## src/rtl/adsr_pkg.sv

```systemverilog
`default_nettype none
// +----------------------------------------------------------------------+
// | Module      : adsr_pkg                                               |
// | Description : Shared types and constants for the ADSR envelope slice |
// | Revision    : 1.0  initial release                                   |
// +----------------------------------------------------------------------+
package adsr_pkg;

    // Envelope phases; 3-bit encoding is exported on state_o.
    typedef enum logic [2:0] {
        ST_IDLE    = 3'd0,
        ST_ATTACK  = 3'd1,
        ST_DECAY   = 3'd2,
        ST_SUSTAIN = 3'd3,
        ST_RELEASE = 3'd4
    } adsr_state_e;

    localparam int         ENV_W_DEFAULT = 16;
    localparam logic [7:0] SAMPLE_ZERO   = 8'd128;

    // Offset-binary sample scaled by an 8-bit envelope:
    // 128 + ((smp - 128) * env) >>> 8. The result always fits 0..254,
    // so adding 128 back is a plain MSB flip of the shifted product.
    function automatic logic [7:0] scale_sample(input logic [7:0] smp,
                                                input logic [7:0] env);
        logic signed [8:0]  s;
        logic signed [17:0] p;
        s = $signed({1'b0, smp}) - 9'sd128;
        p = s * $signed({1'b0, env});
        return 8'(p >>> 8) ^ SAMPLE_ZERO;
    endfunction

endpackage
`default_nettype wire

```

## src/rtl/adsr_envelope_if.sv

```systemverilog
`default_nettype none
// +----------------------------------------------------------------------+
// | Module      : adsr_envelope_if                                       |
// | Description : Control, audio and status bundle of the ADSR envelope  |
// | Revision    : 1.0  initial release                                   |
// +----------------------------------------------------------------------+
interface adsr_envelope_if;
    import adsr_pkg::*;

    logic        gate_i;
    logic [7:0]  sample_data_i;
    logic [15:0] attack_i;
    logic [15:0] decay_i;
    logic [7:0]  sustain_i;
    logic [15:0] release_i;
    logic [7:0]  sample_data_o;
    logic [7:0]  env_o;
    adsr_state_e state_o;

    // Note/oscillator side: drives gate, rates and samples, observes the result.
    modport master (
        output gate_i, sample_data_i, attack_i, decay_i, sustain_i, release_i,
        input  sample_data_o, env_o, state_o
    );

    // Envelope block side.
    modport slave (
        input  gate_i, sample_data_i, attack_i, decay_i, sustain_i, release_i,
        output sample_data_o, env_o, state_o
    );
endinterface
`default_nettype wire

```

## src/rtl/tick_divider.sv

```systemverilog
`default_nettype none
// +----------------------------------------------------------------------+
// | Module      : tick_divider                                           |
// | Description : Free-running prescaler, one-clk tick every TICK_DIV+1  |
// | Revision    : 1.0  initial release                                   |
// +----------------------------------------------------------------------+
module tick_divider #(
    parameter int TICK_DIV = 259
) (
    input  wire  clk,
    input  wire  rstn,
    output logic o_tick
);
    localparam int c_CNT_W = (TICK_DIV < 1) ? 1 : $clog2(TICK_DIV + 1);

    logic [c_CNT_W-1:0] r_cnt;
    logic               w_wrap;

    assign w_wrap = (r_cnt == c_CNT_W'(TICK_DIV));
    assign o_tick = w_wrap;

    // Count 0..TICK_DIV and wrap; the tick is the cycle spent at TICK_DIV.
    always_ff @(posedge clk or negedge rstn) begin
        if (!rstn) begin
            r_cnt <= '0;
        end else if (w_wrap) begin
            r_cnt <= '0;
        end else begin
            r_cnt <= r_cnt + c_CNT_W'(1);
        end
    end
endmodule
`default_nettype wire

```

## src/rtl/adsr_envelope.sv

```systemverilog
`default_nettype none
// +----------------------------------------------------------------------+
// | Module      : adsr_envelope                                          |
// | Description : Gate-driven ADSR envelope scaling the FM sample stream |
// | Options     : ADSR_EXP_EN - exponential decay/release approach       |
// |               (step = max(1, (env - target) >> rate[3:0]))           |
// | Revision    : 1.0  initial release                                   |
// +----------------------------------------------------------------------+
module adsr_envelope
    import adsr_pkg::*;
#(
    parameter int TICK_DIV = 259,
    parameter int ENV_W    = ENV_W_DEFAULT
) (
    input  wire             clk,
    input  wire             rstn,
    adsr_envelope_if.slave  bus
);
    localparam logic [ENV_W-1:0] c_ENV_MAX = '1;

    adsr_state_e      r_state;
    logic [ENV_W-1:0] r_env;
    logic [7:0]       r_sample;

    logic             w_tick;
    logic [ENV_W:0]   w_sum;
    logic             w_sat;
    logic [ENV_W-1:0] w_sus_lvl;
    logic [ENV_W-1:0] w_target;
    logic [15:0]      w_rate;
    logic             w_rate_zero;
    logic [ENV_W-1:0] w_diff;
    logic [ENV_W-1:0] w_step;
    logic             w_fall_done;
    logic [7:0]       w_env_top;

    tick_divider #(
        .TICK_DIV (TICK_DIV)
    ) u_tick (
        .clk    (clk),
        .rstn   (rstn),
        .o_tick (w_tick)
    );

    assign w_env_top = r_env[ENV_W-1 -: 8];
    assign w_sus_lvl = {bus.sustain_i, {(ENV_W-8){1'b0}}};

    // Attack: widen by one bit so an overflowing add is seen and saturated.
    assign w_sum = {1'b0, r_env} + (ENV_W+1)'(bus.attack_i);
    assign w_sat = w_sum[ENV_W] || (w_sum[ENV_W-1:0] == c_ENV_MAX);

    // Decay and release share one falling-edge datapath toward a target level.
    assign w_target    = (r_state == ST_DECAY) ? w_sus_lvl : '0;
    assign w_rate      = (r_state == ST_DECAY) ? bus.decay_i : bus.release_i;
    assign w_rate_zero = (w_rate == 16'd0);
    assign w_diff      = r_env - w_target;
`ifdef ADSR_EXP_EN
    logic [ENV_W-1:0] w_shifted;
    assign w_shifted = w_diff >> w_rate[3:0];
    assign w_step    = (w_shifted == '0) ? ENV_W'(1) : w_shifted;
`else
    assign w_step    = ENV_W'(w_rate);
`endif
    // Clamp when already at/below target or when this step would reach it.
    assign w_fall_done = (r_env <= w_target) || (w_step >= w_diff);

    // ADSR state and envelope accumulator; gate changes take priority over ticks.
    always_ff @(posedge clk or negedge rstn) begin
        if (!rstn) begin
            r_state <= ST_IDLE;
            r_env   <= '0;
        end else begin
            case (r_state)
                ST_IDLE: begin
                    if (bus.gate_i) r_state <= ST_ATTACK;
                end
                ST_ATTACK: begin
                    if (!bus.gate_i) begin
                        r_state <= ST_RELEASE;
                    end else if (w_tick && (bus.attack_i != 16'd0)) begin
                        if (w_sat) begin
                            r_env   <= c_ENV_MAX;
                            r_state <= ST_DECAY;
                        end else begin
                            r_env <= w_sum[ENV_W-1:0];
                        end
                    end
                end
                ST_DECAY: begin
                    if (!bus.gate_i) begin
                        r_state <= ST_RELEASE;
                    end else if (w_tick && !w_rate_zero) begin
                        if (w_fall_done) begin
                            r_env   <= w_target;
                            r_state <= ST_SUSTAIN;
                        end else begin
                            r_env <= r_env - w_step;
                        end
                    end
                end
                ST_SUSTAIN: begin
                    if (!bus.gate_i) begin
                        r_state <= ST_RELEASE;
                    end else if (w_tick) begin
                        r_env <= w_sus_lvl;
                    end
                end
                ST_RELEASE: begin
                    if (bus.gate_i) begin
                        r_state <= ST_ATTACK;
                    end else if (w_tick && !w_rate_zero) begin
                        if (w_fall_done) begin
                            r_env   <= '0;
                            r_state <= ST_IDLE;
                        end else begin
                            r_env <= r_env - w_step;
                        end
                    end
                end
                default: begin
                    r_state <= ST_IDLE;
                    r_env   <= '0;
                end
            endcase
        end
    end

    // Audio scaler: one clk latency, updated every clk with the current envelope.
    always_ff @(posedge clk or negedge rstn) begin
        if (!rstn) begin
            r_sample <= SAMPLE_ZERO;
        end else begin
            r_sample <= scale_sample(bus.sample_data_i, w_env_top);
        end
    end

    assign bus.sample_data_o = r_sample;
    assign bus.env_o         = w_env_top;
    assign bus.state_o       = r_state;
endmodule
`default_nettype wire

```

## src/flat_wrapper.sv

```systemverilog
// flat-port wrapper written by rule: the top's interface ports become plain ports
module adsr_envelope_flat import adsr_pkg::*;
#(
    parameter int TICK_DIV = 259,
    parameter int ENV_W    = ENV_W_DEFAULT
)
  (clk, rstn, bus_gate_i, bus_sample_data_i, bus_attack_i, bus_decay_i, bus_sustain_i, bus_release_i, bus_sample_data_o, bus_env_o, bus_state_o);
  adsr_envelope_if bus_i ();
  input  wire clk;
  input  wire rstn;
  input wire logic [$bits(bus_i.gate_i)-1:0] bus_gate_i;
  input wire logic [$bits(bus_i.sample_data_i)-1:0] bus_sample_data_i;
  input wire logic [$bits(bus_i.attack_i)-1:0] bus_attack_i;
  input wire logic [$bits(bus_i.decay_i)-1:0] bus_decay_i;
  input wire logic [$bits(bus_i.sustain_i)-1:0] bus_sustain_i;
  input wire logic [$bits(bus_i.release_i)-1:0] bus_release_i;
  output wire logic [$bits(bus_i.sample_data_o)-1:0] bus_sample_data_o;
  output wire logic [$bits(bus_i.env_o)-1:0] bus_env_o;
  output wire logic [$bits(bus_i.state_o)-1:0] bus_state_o;
  assign bus_i.gate_i = bus_gate_i;
  assign bus_i.sample_data_i = bus_sample_data_i;
  assign bus_i.attack_i = bus_attack_i;
  assign bus_i.decay_i = bus_decay_i;
  assign bus_i.sustain_i = bus_sustain_i;
  assign bus_i.release_i = bus_release_i;
  assign bus_sample_data_o = bus_i.sample_data_o;
  assign bus_env_o = bus_i.env_o;
  assign bus_state_o = bus_i.state_o;
  adsr_envelope #(.TICK_DIV(TICK_DIV), .ENV_W(ENV_W)) u_core (.clk(clk), .rstn(rstn), .bus(bus_i));
endmodule
```

## config.mk

```make
export PLATFORM = sky130hd
export DESIGN_NAME = adsr_envelope_flat
export DESIGN_NICKNAME = d
export VERILOG_FILES = /design/src/rtl/adsr_pkg.sv /design/src/rtl/adsr_envelope_if.sv /design/src/rtl/tick_divider.sv /design/src/rtl/adsr_envelope.sv /design/src/flat_wrapper.sv
export SDC_FILE = /design/constraint.sdc
export NUM_CORES = 1
export LEC_CHECK = 0
export CORE_ASPECT_RATIO = 1.25
export CORE_UTILIZATION = 50
export CTS_CLUSTER_SIZE = 8
export DETAILED_ROUTE_END_ITERATION = 16
export DONT_BUFFER_PORTS = 1
export MAX_ROUTING_LAYER = met4
export PLACE_DENSITY = 0.67
export SYNTH_ARGS = -nofsm -noshare
export SYNTH_HDL_FRONTEND = slang
export SYNTH_SLANG_ARGS = --single-unit
```

## constraint.sdc

```tcl
create_clock -name clk -period 11.1 [get_ports clk]
set_input_delay 1.665 -clock clk [delete_from_list [all_inputs] [get_ports clk]]
set_output_delay 1.665 -clock clk [all_outputs]
set_load 0.1 [all_outputs]
```

==> run summary, run 1 <==
Final Util: 53.55%
Num CTS Buffers: 5
synth top area cells: fa_1 (17%), ha_1 (16%), dfrtp_1 (14%)
DRT antenna net count: 0
CP Cell Sequence: buf_4 -> nand2b_1 -> nor2_2 -> buf_4 -> nand2_1 -> ha_1 -> nor2b_1 -> o21ai_0 -> a21oi_1 -> o21ai_0 -> nand2b_1 -> a21o_1 -> a21oi_1 -> xor2_1 -> ha_1 -> nand4_1 -> or3_1 -> o22ai_1 -> or3_1 -> nor4_1 -> nand2b_1 -> or3_1 -> nand3_1
vias per inst: 5.848
first-pass GRT wire length: 27.77 mm
ys async rst share: 100.0%
Area Overhead vs Synth: 4.918%
nets: 962
CTS H-Tree Depth: 2
Levels on crit path: 23
CP bufs+invs: 2
vias in the first global route: 5652
critical path's largest stage delay: 0.65 ns
Reg2Reg Capture Point: u_core.r_env[7]
Post-synth EDFFs: 0
maxcap violations: 0
peak supply drop: 0.1896 mV
Yosys top cell by area: fa_1
# DRC: 0
slowest CP cell: nor4_1
reg-to-reg startpoint: u_core.bus.state_o[1]
Worst Setup Path Type: register to register
CTS Hold Bufs: 0
routability cong.: 0.9024
Core ar.: 0.01266 mm^2
clk buf depth: 2
fin crit share: 52.13%
post-synth top area share: 16.73%
row cnt: 46
headroom to the max-slew limit: 39.32%
GRT overflow: 0
vias post-DR: 5415
R2R setup slack: 5.31 ns
Root Buffer: clkbuf_16
ANT cells: 0
Max Clk Rate: 172.8 MHz
DR WL/cell: 18.43 um
Worst Path Max Fanout: 25
half-perimeter wire length after placement: 14.33 mm
Die Y: 129.1 um
pin count of the biggest net entering global routing: 37
Global Route Usage Sum: 27.17%
Max Slew Vio Count: 0
Worst EP required: 11.32 ns
sequential group share of total power: 17.2%
leak pwr: 0.003187 uW
final wirelength: 17.07 mm
Psw: 1139 uW
Sink Count: 36
Top-Level Pins: 86
Worst setup EP type: register
fill count: 1178
Hold Vio Cnt, Final: 0
Ys Warns: 0
Sw Share: 56.59%
HP Start: u_core.u_tick.r_cnt[0]
synthesized instance count: 760
clock share of power: 7.2%
Tmin final: 5.787 ns
PwrDens: 296.8 mW/mm^2
1st-pass router iterations: 6
clock-pin transition on the worst setup and hold timing paths: 0.06 ns
Fin Clk Skew: 0.006659 ns
RSZ-0062 raised after global routing: false
Hold Crit Endpoint: u_core.u_tick.r_cnt[0]
most frequent cells in the layout: inv_1 (113), ha_1 (84), nand2_1 (72)
Hold Path Class: register to register
DIE WIDTH: 103.7 um
Starting Density: 51.04%
Hold Path Stages: 1
Port Buffers: 0
Top delay family on crit path: simple AND/OR/NAND/NOR gates
syn avg cell area: 8.503 um^2
die outline area: 0.01339 mm^2
Main synth FF type: dfrtp_1
1st-iter DRT viols: 307
sequential share of the synthesized area: 13.96%
startpoint types: register
outcome: completed
CTS tree: yes
commonest non-fill, non-tap cell in the layout: inv_1
Setup violations, final: 0
Synth cell types: 67
Setup TNS: 0 ns
initial antenna violation count: 0
Combinational Power Share: 75.6%
reg2reg path depth: 23
flops & latches, synth: 36
Tightest Pin Transition: 0.9101 ns
Worst Path Arrival: 6.01 ns
Post-CTS Repair Setup Buffers: 0
mapped cell area: 0.006462 mm^2
share of cells above drive strength 1: 5.409%
Post-Syn Nets: 965
post-cts gate resize count: 0
clock latency at the later pin of the worst-skew pair: 0.29 ns
internal power: 873.7 uW
## layer usage
layer | track usage (%) | part of all wire [%] | vias to the layer above | wire (um)
met5 | - | 0 | - | 0
met4 | 12.35 | 4.5 | 0 | 773
met3 | 3.722 | 4.8 | 53 | 822
met2 | 47.81 | 51 | 181 | 8705
met1 | 30.96 | 40 | 2595 | 6765
li1 | - | - | 2586 | -
## worst reg2reg max path, stage by stage, from the launching register on
cell,delay [ns]
dfrtp_1,0.32
buf_4,0.39
nand2b_1,0.19
nor2_2,0.15
buf_4,0.35
nand2_1,0.17
ha_1,0.31
nor2b_1,0.13
o21ai_0,0.20
a21oi_1,0.12
o21ai_0,0.15
nand2b_1,0.11
a21o_1,0.19
a21oi_1,0.18
xor2_1,0.17
ha_1,0.26
nand4_1,0.10
or3_1,0.18
o22ai_1,0.10
or3_1,0.36
nor4_1,0.65
nand2b_1,0.42
or3_1,0.45
nand3_1,0.08
## synth_stat cells (11+ instances only)
cell type,number
a21o_1,11
a21oi_1,32
and2_1,33
clkbuf_1,11
dfrtp_1,35
fa_1,54
ha_1,84
inv_1,113
mux2i_1,17
nand2_1,72
nand2b_1,13
nand3_1,15
nor2_1,33
nor3_1,14
nor4_1,14
o21ai_0,27
xnor2_1,30
xor2_1,20
## stage by stage
stage	hold WS, ns	setup slack [ns]	instances	area [um^2]	power [uW]
2_1_floorplan	0.4251	5.399	760	6462	1552
3_3_place_gp	0.4474	5.167	918	6636	1812
3_5_place_dp	0.4495	5.119	918	6636	1863
4_1_cts	0.4573	5.388	926	6780	2020
5_1_grt	0.4785	4.811	926	6780	2226
6_report	0.4526	5.313	926	6780	2013
## flip-flops by register name (all words and copies together) (netlist names)
register                  count
u_core.r_env                 16
u_core.bus.sample_data_o      8
u_core.u_tick.r_cnt           9
u_core.bus.state_o            3
## power groups by stage
stage	clock [uW]	sequential (uW)	combinational, uW
floorplan	0	334	1220
global placement	0	348	1460
detailed placement	0	349	1510
CTS	147	346	1530
global route	153	351	1720
finish	145	346	1520
## area by class of cell
| class | count | area [um^2] | share of cell area, % |
|---|---|---|---|
| repair buffers | 12 | 90.09 | 1.329 |
| well taps | 168 | 210.2 | 3.100 |
| clock buffers | 5 | 125.1 | 1.845 |
| inverters | 113 | 424.2 | 6.256 |
| clock inverters | 3 | 18.77 | 0.2768 |
| multi-input cells | 589 | 5010 | 73.89 |
| flip-flops and latches | 36 | 902.1 | 13.31 |
## kinds of logic after synthesis
logic type	synth area share, %
AO/OA/AOI/OAI	15.33
XOR/XNOR	6.776
adder cells (fa/ha/maj)	32.99
buffers and inverters	8.558
flip-flops	13.96
multiplexers	2.807
AND/OR/NAND/NOR	19.57
## worst max-delay path by stage
stage / endpoint / slack, ns / from
2_1_floorplan: u_core.r_env[7] / 5.40 / u_core.bus.state_o[2]
3_3_place_gp: u_core.bus.sample_data_o[7] / 5.17 / bus_sample_data_i[3]
3_5_place_dp: u_core.bus.sample_data_o[7] / 5.12 / bus_sample_data_i[3]
4_1_cts: u_core.r_env[7] / 5.39 / u_core.bus.state_o[1]
5_1_grt: u_core.r_env[3] / 4.81 / u_core.bus.state_o[1]
6_report: u_core.r_env[7] / 5.31 / u_core.bus.state_o[1]
(Power assumes the default switching activity.)
==> inputs of run 2 (changes only) <==
--- a/config.mk
+++ b/config.mk
@@ -5,13 +5,14 @@
 export SDC_FILE = /design/constraint.sdc
 export NUM_CORES = 1
 export LEC_CHECK = 0
+export ABC_AREA = 1
 export CORE_ASPECT_RATIO = 1.25
 export CORE_UTILIZATION = 50
 export CTS_CLUSTER_SIZE = 8
 export DETAILED_ROUTE_END_ITERATION = 16
 export DONT_BUFFER_PORTS = 1
 export MAX_ROUTING_LAYER = met4
-export PLACE_DENSITY = 0.67
+export PLACE_DENSITY = 0.7
 export SYNTH_ARGS = -nofsm -noshare
 export SYNTH_HDL_FRONTEND = slang
 export SYNTH_SLANG_ARGS = --single-unit
==> constraint.sdc (replaced) <==
create_clock -name clk -period 4.9 [get_ports clk]
set_input_delay 0.735 -clock clk [delete_from_list [all_inputs] [get_ports clk]]
set_output_delay 0.735 -clock clk [all_outputs]
set_load 0.1 [all_outputs]
==> run 2 against run 1 <==
Maximum frequency rose by 31%. Final cell count rose by 37%. Clock power rose to 2.5 times the previous value. Core utilization rose by 0.68 points. Register-to-register slack got worse by 4.8 ns. Hold slack got worse by 0.31 ns. Clock skew fell by 0.0014 ns. Total power rose by 120%. Largest power group unchanged. Highest routed layer unchanged.
==> run summary, run 2 <==
Synth cell types: 44 (-34%)
CTS Hold Bufs: 0 (unchanged)
maxcap violations: 0 (unchanged)
post-cts gate resize count: 0 (unchanged)
initial antenna violation count: 0 (unchanged)
Final Power: 4435 uW (+120%)
Starting Density: 52.09% (+1.1 points)
half-perimeter wire length after placement: 15.56 mm (+8.5%)
reg-to-reg startpoint: u_core.r_env[8]
Worst EP required: 5.11 ns (-6.21 ns)
Setup Slack @ Placement: 0.2519 ns (-4.867 ns)
die outline area: 0.01507 mm^2 (+13%)
Die Y: 137.0 um (+6.1%)
Commonest cells post-synth: nand2_1 (317), inv_1 (234), ha_1 (84), nor2_1 (64), nand3_1 (61)
flops & latches, synth: 36 (unchanged)
Port Buffers: 0 (unchanged)
clock share of power: 8.3% (+1.1 points)
Post-synth EDFFs: 0 (unchanged)
largest family of logic cells by synthesized area: simple AND/OR/NAND/NOR gates
mux contribution to synthesized area: 0% (-2.8 points)
1st-iter DRT viols: 321 (+4.6%)
routability cong.: 0.9647 (+6.9%)
clock-pin transition on the worst setup and hold timing paths: 0.06 ns (about the same)
Setup violations, final: 0 (unchanged)
Global Route Usage Sum: 26.70% (-0.47 points)
Main synth FF type: dfrtp_1
Worst Path Max Fanout: 10 (-60%)
mapped cell area: 0.007289 mm^2 (+13%)
Ys Warns: 0 (unchanged)
Sink Count: 36 (unchanged)
headroom to the max-slew limit: 25.92% (-13 points)
DIE WIDTH: 110.0 um (+6.1%)
number of flip-flops in the largest register: 16 (unchanged)
Combinational Power Share: 75.0% (-0.6 points)
CTS H-Tree Depth: 2 (unchanged)
outcome: completed
ys async rst share: 100.0% (unchanged)
Worst Setup Path Type: register to register
vias per inst: 5.133 (-12%)
CTS tree: yes
Psw: 2626 uW (+130%)
peak supply drop: 0.4817 mV (+150%)
most common cell in the netlist: nand2_1
Hold Vio Cnt, Final: 0 (unchanged)
setup slack after layout: 0.4749 ns (-4.839 ns)
most frequent cells in the layout: nand2_1 (317), inv_1 (234), ha_1 (84)
XOR/XNOR Fraction of Synth Area: 4.085% (-2.7 points)
Yosys top cell by area: nand2_1
Post-CTS Repair Setup Buffers: 0 (unchanged)
clock latency at the later pin of the worst-skew pair: 0.29 ns (about the same)
Hold Path Class: primary input to async pin
vias post-DR: 6493 (+20%)
final wirelength: 18.27 mm (+7.0%)
Post-Syn Nets: 1303 (+35%)
PwrDens: 584.5 mW/mm^2 (+97%)
Top-Level Pins: 86 (unchanged)
Area Overhead vs Synth: 4.102%
Max Slew Vio Count: 0 (unchanged)
Min Hold Slack: 0.1392 ns (-0.3134 ns)
pin count of the biggest net entering global routing: 37 (unchanged)
Reg2Reg Capture Point: u_core.bus.sample_data_o[7]
Core ar.: 0.01399 mm^2 (+11%)
Root Buffer: clkbuf_16
1st-pass router iterations: 5 (-1)
synthesized instance count: 1098 (+44%)
Num CTS Buffers: 5 (unchanged)
reg2reg path depth: 20 (-13%)
Tightest Pin Transition: 1.107 ns (+0.1970 ns)
row cnt: 48 (+4.3%)
sequential share of the synthesized area: 12.38% (-1.6 points)
Biggest register: u_core.r_env
leak pwr: 0.004532 uW (+42%)
vias in the first global route: 6579 (+16%)
synth top area cells: nand2_1 (16%), fa_1 (15%), ha_1 (14%)
nets: 1294 (+35%)
first-pass GRT wire length: 30.04 mm (+8.2%)
DR WL/cell: 14.44 um (-22%)
post-synthesis adder-cell area fraction: 29.25% (-3.7 points)
Max Clk Rate: 226.0 MHz (+31%)
area of placed instances: 0.007425 mm^2 (+12%)
Sw Share: 59.20% (+2.6 points)
Tmin final: 4.425 ns (-1.361 ns)
Setup TNS: 0 ns (unchanged)
internal power: 1810 uW (+110%)
post-synth top area share: 16.32% (-0.40 points)
syn avg cell area: 6.639 um^2 (-22%)
sequential group share of total power: 16.7% (-0.5 points)
RSZ-0062 raised after global routing: false
share of cells above drive strength 1: 5.872% (+0.46 points)
R2R setup slack: 0.47 ns (-4.84 ns)
Fin Clk Skew: 0.005221 ns (-0.001438 ns)
# DRC: 0 (unchanged)
Compound-Gate Fraction of Synth Area: 8.599% (-6.7 points)
DRT antenna net count: 0 (unchanged)
GRT overflow: 0 (unchanged)
commonest non-fill, non-tap cell in the layout: nand2_1
ANT cells: 0 (unchanged)
Design Area, Final: 0.007589 mm^2 (+12%)
simple-gate area share of the yosys netlist: 30.78% (+11 points)
Worst Path Arrival: 4.64 ns (-1.37 ns)
startpoint types: register
fin crit share: 90.31% (+38 points)
clk buf depth: 2 (unchanged)
Worst setup EP type: register
## run 2: changes by cell type in the layout (fill, tap and decap cells not counted), moves of 10 or more
cell	previous run	this run
nor2_1	32	64
nand3_1	15	61
nand2_2	0	14
nor4_1	14	4
nand2_4	0	10
inv_1	113	234
nand2b_1	13	0
mux2i_1	17	0
xnor2_1	30	11
nand2_1	72	317
a21oi_1	32	53
and2_1	33	1
## run 2: how the worst max path moves through the flow
stage / from / endpoint / slack [ns]
after floorplan: bus_sample_data_i[3] / u_core.bus.sample_data_o[6] / 0.44
after global placement: bus_sample_data_i[7] / u_core.bus.sample_data_o[6] / 0.33
after detailed placement: bus_sample_data_i[7] / u_core.bus.sample_data_o[7] / 0.25
after CTS: u_core.r_env[8] / u_core.bus.sample_data_o[7] / 0.48
after global routing: u_core.r_env[8] / u_core.bus.sample_data_o[7] / 0.13
final: u_core.r_env[8] / u_core.bus.sample_data_o[7] / 0.47
## run 2: kinds of logic (layout without fill, tap and decap cells)
family | Yosys count | after routing
and+or+nand+nor | 513 | 513
adders and majority gates | 138 | 138
AOI/OAI and AO/OA | 109 | 109
xor gates and xnor gates | 34 | 34
buffers and inverters | 268 | 260
DFF | 36 | 36
## run 2: metal layers
layer	share of wire [%]	GRT usage, %	vias up
met3	4.3	4.381	41
li1	-	-	3346
met5	0	-	-
met4	4.0	10.37	0
met1	40	28.01	2980
met2	52	49.10	126
## run 2: per-stage QoR
| step | instances | utilization [%] |
|---|---|---|
| 2_1_floorplan | 1098 | - |
| 3_3_place_gp | 1257 | 53.06 |
| 3_5_place_dp | 1257 | 53.06 |
| 4_1_cts | 1265 | 54.23 |
| 5_1_grt | 1265 | 54.23 |
| 6_report | 1265 | 54.23 |
## run 2: layout make-up
class                      count  area (um^2)
inverter                     237        890.9
clock buffer                   6        128.9
multi-input combinational    794         5300
clock inverter                 2        35.03
timing repair buffer          15        112.6
sequential                    36        902.1
tap                          175        219.0
fill                        1411         6405
## run 2: power by group through the flow
stage                     Clock, uW  Combinational (uW)  Sequential (uW)
after floorplan                   0                2680              737
after global placement            0                3270              744
after detailed placement          0                3330              746
after CTS                       370                3350              742
after global routing            379                3840              751
final                           368                3330              740
## run 2: critical path, stage by stage, from the launching register on
cell and delay (ns):
dfrtp_1 0.34, buf_4 0.39, nand2_1 0.13, fa_1 0.49, inv_1 0.06, fa_1 0.47
ha_1 0.29, inv_1 0.05, fa_1 0.52, inv_1 0.04, ha_1 0.32, a21oi_1 0.19
nor2_1 0.06, a211oi_1 0.15, o21ai_0 0.19, nand3_1 0.12, nand2_1 0.08, nand3_1 0.12
nor2_1 0.05, nor2_1 0.12, xor2_1 0.17
